File: src/rtl/tug_war_engine.sv
// tug_war_engine: tug-of-war game core.
// A one-hot marker walks along a bar of NUM_LIGHTS lights. Each pull moves it
// one step, and pulling it off your own end scores a point. After a point the
// marker is held at the scoring end for HOLD_CYCLES cycles. The first side to
// reach WIN_SCORE locks the match until new_match_i is asserted. An LFSR-based
// computer opponent can also pull for the left side.
module tug_war_engine #(
    parameter int NUM_LIGHTS  = 9,
    parameter int SCORE_W     = 3,
    parameter int WIN_SCORE   = 7,
    parameter int HOLD_CYCLES = 4,
    parameter int LFSR_W      = 10
) (
    input  logic                  clk_i,
    input  logic                  rst_i,
    input  logic                  left_raw_i,
    input  logic                  right_raw_i,
    input  logic                  cpu_en_i,
    input  logic [LFSR_W-1:0]     cpu_level_i,
    input  logic                  new_match_i,
    output logic [NUM_LIGHTS-1:0] lights_o,
    output logic [SCORE_W-1:0]    score_l_o,
    output logic [SCORE_W-1:0]    score_r_o,
    output logic                  match_over_o,
    output logic                  winner_o
);

    localparam int POS_W  = $clog2(NUM_LIGHTS);
    localparam int HOLD_W = (HOLD_CYCLES > 1) ? $clog2(HOLD_CYCLES) : 1;

    localparam logic [POS_W-1:0]   POS_C     = POS_W'((NUM_LIGHTS - 1) / 2);
    localparam logic [POS_W-1:0]   POS_MAX   = POS_W'(NUM_LIGHTS - 1);
    localparam logic [SCORE_W-1:0] WIN       = SCORE_W'(WIN_SCORE);
    localparam logic [HOLD_W-1:0]  HOLD_LAST = HOLD_W'(HOLD_CYCLES - 1);

    // Fibonacci feedback tap masks (bit n-1 set for tap n), one per width.
    localparam logic [11:0] TAPS_ALL =
        (LFSR_W == 8)  ? 12'h0B8 :
        (LFSR_W == 9)  ? 12'h110 :
        (LFSR_W == 10) ? 12'h240 :
        (LFSR_W == 11) ? 12'h500 :
                         12'h829;
    localparam logic [LFSR_W-1:0] TAPS = TAPS_ALL[LFSR_W-1:0];

    localparam logic [1:0] ST_PLAY  = 2'd0;
    localparam logic [1:0] ST_POINT = 2'd1;
    localparam logic [1:0] ST_OVER  = 2'd2;

    logic [1:0]         state_q,   state_d;
    logic [POS_W-1:0]   pos_q,     pos_d;
    logic [SCORE_W-1:0] score_l_q, score_l_d;
    logic [SCORE_W-1:0] score_r_q, score_r_d;
    logic [HOLD_W-1:0]  hold_q,    hold_d;
    logic               scorer_q,  scorer_d;   // 1 = left scored the last point
    logic               winner_q,  winner_d;
    logic [LFSR_W-1:0]  lfsr_q,    lfsr_d;
    logic               left_q,    right_q;

    logic press_l, press_r, cpu_pull, pull_l, pull_r, lfsr_fb;

    // Rising-edge detection so a held button only pulls once.
    assign press_l = left_raw_i  & ~left_q;
    assign press_r = right_raw_i & ~right_q;

    // lfsr + level carries out of LFSR_W bits exactly when lfsr > ~level.
    // Level 0 never pulls; all-ones always pulls since the LFSR is never 0.
    assign cpu_pull = cpu_en_i & (lfsr_q > ~cpu_level_i);
    assign pull_l   = press_l | cpu_pull;
    assign pull_r   = press_r;

    // LFSR next value: shift left, feedback is the XOR of the tap bits.
    assign lfsr_fb = ^(lfsr_q & TAPS);
    always_comb begin
        lfsr_d = lfsr_q;
        if (cpu_en_i) begin
            lfsr_d = {lfsr_q[LFSR_W-2:0], lfsr_fb};
        end
    end

    // Game state machine: marker movement, scoring, point hold and match lock.
    always_comb begin
        state_d   = state_q;
        pos_d     = pos_q;
        score_l_d = score_l_q;
        score_r_d = score_r_q;
        hold_d    = hold_q;
        scorer_d  = scorer_q;
        winner_d  = winner_q;
        if (new_match_i) begin
            state_d   = ST_PLAY;
            pos_d     = POS_C;
            score_l_d = '0;
            score_r_d = '0;
            hold_d    = '0;
        end else begin
            case (state_q)
                ST_PLAY: begin
                    if (pull_l && !pull_r) begin
                        if (pos_q == POS_MAX) begin
                            if (score_l_q != WIN) begin
                                score_l_d = score_l_q + 1'b1;
                            end
                            scorer_d = 1'b1;
                            hold_d   = '0;
                            state_d  = ST_POINT;
                        end else begin
                            pos_d = pos_q + 1'b1;
                        end
                    end else if (pull_r && !pull_l) begin
                        if (pos_q == '0) begin
                            if (score_r_q != WIN) begin
                                score_r_d = score_r_q + 1'b1;
                            end
                            scorer_d = 1'b0;
                            hold_d   = '0;
                            state_d  = ST_POINT;
                        end else begin
                            pos_d = pos_q - 1'b1;
                        end
                    end
                end
                ST_POINT: begin
                    // Scores were already bumped on entry, so compare directly.
                    if (hold_q == HOLD_LAST) begin
                        hold_d = '0;
                        if ((scorer_q ? score_l_q : score_r_q) == WIN) begin
                            winner_d = scorer_q;
                            state_d  = ST_OVER;
                        end else begin
                            pos_d   = POS_C;
                            state_d = ST_PLAY;
                        end
                    end else begin
                        hold_d = hold_q + 1'b1;
                    end
                end
                ST_OVER: begin
                    state_d = ST_OVER;
                end
                default: begin
                    state_d = ST_PLAY;
                    pos_d   = POS_C;
                end
            endcase
        end
    end

    // State registers, cleared asynchronously by rst_i.
    always_ff @(posedge clk_i or posedge rst_i) begin
        if (rst_i) begin
            state_q   <= ST_PLAY;
            pos_q     <= POS_C;
            score_l_q <= '0;
            score_r_q <= '0;
            hold_q    <= '0;
            scorer_q  <= 1'b0;
            winner_q  <= 1'b0;
            lfsr_q    <= LFSR_W'(1);
            left_q    <= 1'b0;
            right_q   <= 1'b0;
        end else begin
            state_q   <= state_d;
            pos_q     <= pos_d;
            score_l_q <= score_l_d;
            score_r_q <= score_r_d;
            hold_q    <= hold_d;
            scorer_q  <= scorer_d;
            winner_q  <= winner_d;
            lfsr_q    <= lfsr_d;
            left_q    <= left_raw_i;
            right_q   <= right_raw_i;
        end
    end

    // One-hot bar decode; dark once the match is decided.
    for (genvar gi = 0; gi < NUM_LIGHTS; gi++) begin : g_lights
        assign lights_o[gi] = (state_q != ST_OVER) && (pos_q == POS_W'(gi));
    end

    assign score_l_o    = score_l_q;
    assign score_r_o    = score_r_q;
    assign match_over_o = (state_q == ST_OVER);
    assign winner_o     = winner_q;

endmodule

File: config.mk
export PLATFORM = sky130hd
export DESIGN_NAME = tug_war_engine
export DESIGN_NICKNAME = d
export VERILOG_FILES = /design/src/rtl/tug_war_engine.sv
export SDC_FILE = /design/constraint.sdc
export NUM_CORES = 1
export LEC_CHECK = 0
export CORE_MARGIN = 2
export CORE_UTILIZATION = 62
export DETAILED_ROUTE_END_ITERATION = 7
export DONT_BUFFER_PORTS = 1
export GPL_ROUTABILITY_DRIVEN = 0
export PLACE_DENSITY = 0.78
export SETUP_SLACK_MARGIN = 0.15
export SYNTH_ARGS = -nofsm -noshare
export SYNTH_HDL_FRONTEND = slang
export SYNTH_SLANG_ARGS = --single-unit
File: constraint.sdc
create_clock -name clk_i -period 3.2 [get_ports clk_i]
set_input_delay 0.64 -clock clk_i [delete_from_list [all_inputs] [get_ports clk_i]]
set_output_delay 0.64 -clock clk_i [all_outputs]
set_load 0.03 [all_outputs]
Word-level counts from Yosys, hierarchy flattened

Index checks and enable logic that the tools add are counted.

Register bits after elaboration: 28
Bits in latches: 0
Bits in writable memories: 0
ROM bits: 0
Input port bits: 16
Output and inout port bits: 17
Word-level logic and storage cells: 121
Memories kept: 0

Add/subtract/negate cells: 5
$mul: 0
Div/mod/pow operators: 0
$lt $le $gt $ge: 1
Equality and inequality tests: 25
Shifts and indexed selects: 0
Muxes and demuxes: 39
Bitwise operators: 8
Reductions and logical operators: 33

Operator list:

| cell                | number |
|---|---|
| $mux 3              | 12 |
| $mux 4              | 7 |
| $mux 2              | 13 |
| $ne 4x4->1 const B  | 5 |
| $reduce_bool 2->1   | 9 |
| $eq 4x3->1 const B  | 4 |
| $reduce_and 4->1    | 4 |
| $ne 3x3->1 const B  | 4 |
| $pmux 4 s3          | 1 |
| $logic_and 1x1->1   | 11 |
| $gt 10x10->1        | 1 |
| $not 10->10         | 1 |
| $reduce_and 5->1    | 2 |
| $reduce_xor 10->1   | 1 |
| $eq 4x2->1 const B  | 2 |
| $add 3x1->3 const B | 2 |
| $ne 2x2->1 const B  | 3 |
| $pmux 2 s3          | 1 |
| $reduce_and 6->1    | 1 |
| $add 4x1->4 const B | 1 |
| $eq 2x2->1 const B  | 2 |
| $eq 4x1->1 const B  | 1 |
| $eq 4x4->1 const B  | 1 |
| $logic_not 4->1     | 1 |
| 13 further kinds    | 21 |

Logic depth before layout (Yosys ltp)

Depth in word-level cells: 10
Gate-level depth with buffers: 13
Mapped depth without buffers: 11

Worst setup path after synthesis

Ideal clock, no wire load.

Kind: input port to flip-flop
From: input cpu_level_i[9]
To: register pos_q[3]
Setup time: 0.087 ns
Data arrival time: 2.872 ns
Required time: 3.113 ns
Path slack: 0.240 ns
Stages on the path: 11
Path buffers: 1
Cells stage by stage: ha_1 nand4_1 o31ai_1 o32a_1 o21ai_0 ha_1 buf_2 nor2b_1 a22oi_4 or4_1 o211ai_1

Word-level cells in the longest chain between the ends: 8
Elaborated cells between the ends (all ways): 14
Classes of those cells: order compare: 1; eq/ne: 3; mux: 3; bitwise: 3; reduce/logical: 4

Ends and longest elaborated chain:

| what                                                 | line    | RTL |
|---|---|---|
| start, declared                                      | 19      | `input logic [LFSR_W-1:0] cpu_level_i,` |
| $not 10->10 (*)                                      | 67      | `assign cpu_pull = cpu_en_i & (lfsr_q > ~cpu_level_i);` |
| $gt 10x10->1 (*)                                     | 67      |  |
| $and 1x1->1 (*)                                      | 67      |  |
| $or 1x1->1 (*)                                       | 68      | `assign pull_l = press_l \| cpu_pull;` |
| $logic_not 1->1 or $logic_and 1x1->1 (tied branches) | 109, 98 |  |
| $logic_and 1x1->1 or $mux 4 (tied branches)          | 109, 98 |  |
| $ne 4x4->1 (no line) or $pmux 4 s3 (tied branches)   | -       |  |
| $reduce_and 6->1 (no line) or $mux 4 (tied branches) | -       |  |
| end signal, assigned                                 | 163     | `pos_q <= pos_d;` |
| end, declared                                        | 50      | `logic [POS_W-1:0] pos_q, pos_d;` |

Mark *: on every way between the ends. The rest lies on a longest branch, timed or not.
A chain may end at the register's enable or synchronous reset.

Worst setup path after layout

From: register pos_q[0]
To: output lights_o[0]

Word-level cells in the longest chain between the ends: 2

Ends and longest elaborated chain:

| what              | line | RTL |
|---|---|---|
| $logic_not 4->1   | 177  | `assign lights_o[gi] = (state_q != ST_OVER) && (pos_q == POS_W'(gi));` |
| $logic_and 1x1->1 | 177  |  |
| end, declared     | 21   | `output logic [NUM_LIGHTS-1:0] lights_o,` |

Every way passes these cells.

==> impl_metrics.json <==
{
  "outcome": "complete, no violations",
  "postCtsSetupBuffers": 0,
  "synth_seq_cells": 28,
  "path_class": "flip-flop to output port",
  "synthFlopType": "dfrtp_1",
  "p_seq_share_pct": 44.4,
  "vdd_ir_drop_max_uv": 589,
  "cts_hold_buffers": 0,
  "ff2ff_path_depth": 10,
  "min_path_cells": 0,
  "p_comb_share_pct": 44.5,
  "fmax_mhz": 350,
  "async_flop_share_pct": 100,
  "cts_max_path_buffers": 2,
  "dp_slack_ns": 0.0575,
  "worst_pin_slew_ns": 1.03,
  "min_delay_worst_endpoint": "right_q",
  "viasPerCell": 6.42,
  "synthCells": 170,
  "rsz0062_at_grt": "no",
  "layout_setup_ws_ns": 0.340,
  "synth_cell_types": 44,
  "place.port_buffers": 0,
  "critPathMaxFanout": 5,
  "syn_area_per_cell_um2": 10.4,
  "regArea_um2": 703,
  "cp.required_ns": 2.56,
  "drv_cap": 0,
  "die_y_um": 57.4,
  "core_area_um2": 2730,
  "period_needed_ns": 2.86,
  "clk_pin_slew_ns": 0.15,
  "vias": 1290,
  "drt_iter0_drc": 32,
  "p_clk_share_pct": 11.1,
  "globalRouteOverflowTotal": 0,
  "relSlewSlack_pct": 31.2,
  "synth_edf_count": 0,
  "grt_max_degree": 29,
  "hpwlAfterDp_um": 2650,
  "reg2reg_slack_ns": 0.41,
  "worstReg2RegStart": "lfsr_q[9]",
  "cts_root_buffer": "clkbuf_4",
  "die-area_um2": 3290,
  "start_util_pct": 64.6,
  "nNetsFinal": 209,
  "synth_top_area_cell": "dfrtp_1",
  "n_antenna_cell": 0,
  "clock_latency_ns": 0.33,
  "fp.dieW_um": 57.4,
  "fill_cells": 213,
  "grt_usage_pct": 22.4,
  "syn2layout_area_growth_pct": 3.47,
  "drtAntennaViolNets": 0,
  "final_layout_size_suffix_gt1_share_pct": 12.9,
  "netlist.area_leader.share_pct": 36.9,
  "io_pins": 33,
  "rows": 19,
  "p_switching_uw": 527,
  "ys_warn_count": 0,
  "cts_buffers": 3,
  "cts_tree": "yes",
  "syn_area_um2": 1770,
  "hp-start": "right_raw_i",
  "skew_ns": 0.0187,
  "yosys-top-cells-area": "dfrtp_1 (37%), ha_1 (15%), mux2_2 (6.4%), mux2i_1 (3.4%), dfstp_2 (3.0%)",
  "grt_pass1_wl_um": 5740,
  "drc_errors": 0,
  "arrival_ns": 2.22,
  "wl_um": 3350,
  "p_per_area_nw_per_um2": 701,
  "cp-end-kind": "output port",
  "wire_per_inst_um": 16.7,
  "intPower_uw": 753,
  "setup_tns_ns": 0,
  "synth_nets": 207,
  "drv_slew": 0,
  "r2r-end": "pos_q[3]",
  "critPathLaunchType": "flip-flop",
  "multi_input_area_um2": 995,
  "grt_antenna_before_repair": 0,
  "clkSinkCount": 28,
  "drtPass1Iterations": 4,
  "ys_seq_area_share_pct": 39.8,
  "p_leak_uw": 0.000915,
  "fin_crit_sh_pct": 89.4,
  "grt_pass1_vias": 1334,
  "hold_viol": 0,
  "p_sw_share_pct": 41.2,
  "hp-class": "primary input to flip-flop",
  "setup_viol": 0,
  "cts_max_level": 1
}
==> per-layer routing <==
metal | track usage (%) | routed length, um | vias up | share of wire (%)
li1 | - | - | 613 | -
met1 | 25.5 | 1340 | 644 | 40
met2 | 40.6 | 1810 | 29 | 54
met3 | 6.12 | 172 | 4 | 5.1
met4 | 6.64 | 34 | 0 | 1.0
met5 | 0 | 0 | - | 0
==> synthesized netlist by cell type (2+ instances only) <==
library cell	number
and3_1	5
nand2b_1	4
o211ai_1	2
mux2i_1	6
nand2_1	3
o21ai_0	7
ha_1	21
nand4_1	3
buf_2	2
nor3_1	4
a21o_1	4
dfstp_2	2
xor2_1	3
mux2_2	10
or4_1	2
nor4_1	2
nor2b_1	3
nor3b_1	2
a21oi_1	4
nand3_1	2
o21a_1	2
inv_1	12
nor2_1	14
and2_1	3
dfrtp_1	26
clkbuf_1	4
==> placed cells by master (no fill, tap or decap), types with 3 or more instances in the layout <==
cell       n
nand4_1    3
nand2_1    3
o21ai_0    7
buf_4      3
clkbuf_4   3
ha_1      20
mux2i_1    6
and3_1     5
mux2_2    10
xor2_1     3
a21o_1     4
and2_1     3
dfrtp_1   26
nor2_1    14
a21oi_1    4
nor3_1     4
nand2b_1   4
inv_1     12
nor2b_1    3
==> critical path: stages, from the launching register on <==
cell and delay [ns]:
dfrtp_1 0.46, inv_1 0.15, ha_1 0.27, or3b_2 0.53, nor2_1 0.49
==> sequential cells by signal, indices dropped and copies added (netlist names) <==
| register | cells |
|---|---|
| left_q | 1 |
| winner_o | 1 |
| lfsr_q | 10 |
| right_q | 1 |
| hold_q | 2 |
| state_q | 2 |
| scorer_q | 1 |
| score_r_o | 3 |
| pos_q | 4 |
| score_l_o | 3 |
==> area by class of cell <==
type	instances	area share, %
Clock buffer	3	1.23
Inverter	12	2.47
Multi-Input combinational cell	124	54.5
Sequential cell	28	38.5
Tap cell	31	2.12
Timing Repair Buffer	3	1.23
==> cell families (layout without fill, tap and decap cells) <==
family,count (synthesis),after routing,synth area share [%]
simple gates,52,52,16.7
compound gates,31,31,12.8
buf+inv,18,18,3.97
flops,28,28,39.8
xor+xnor,4,4,1.98
mux,16,16,9.78
fa+ha+maj,21,21,14.9
==> worst max path at each step <==
stage                        endpoint  slack [ns]  cells past startpoint           start
after CTS                    pos_q[3]        0.29                     10       lfsr_q[9]
after global placement       pos_q[3]        0.16                     10  cpu_level_i[9]
after floorplan              pos_q[3]        0.24                     11  cpu_level_i[9]
after global routing         pos_q[3]        0.23                     10       lfsr_q[8]
after detailed placement     pos_q[3]        0.06                     10  cpu_level_i[7]
final                     lights_o[0]        0.34                      4        pos_q[0]
==> repair_timing <==
action / in CTS / in global routing
endpoints found under the setup margin: 0 / 2
gates resized for setup: 0 / 1
endpoints found under the hold margin: 0 / 0
==> power groups by stage <==
stage	combinational, uW	sequential (uW)	clock [uW]
4_1_cts	576	565	149
3_3_place_gp	545	563	0
2_1_floorplan	493	530	0
6_report	570	568	142
3_5_place_dp	573	573	0
5_1_grt	642	582	161
==> metrics by stage <==
stage / util, % / hold slack (ns) / cells / area [um^2] / power [uW]
final: 66.8 / 0.339 / 201 / 1830 / 1280
after detailed placement: 65.9 / 0.495 / 198 / 1800 / 1150
after global routing: 66.8 / 0.305 / 201 / 1830 / 1380
after CTS: 66.7 / 0.320 / 201 / 1820 / 1290
after global placement: 65.9 / 0.490 / 198 / 1800 / 1110
after floorplan: - / 0.470 / 170 / 1770 / 1020
No activity file was read; power rests on OpenSTA's default activity.
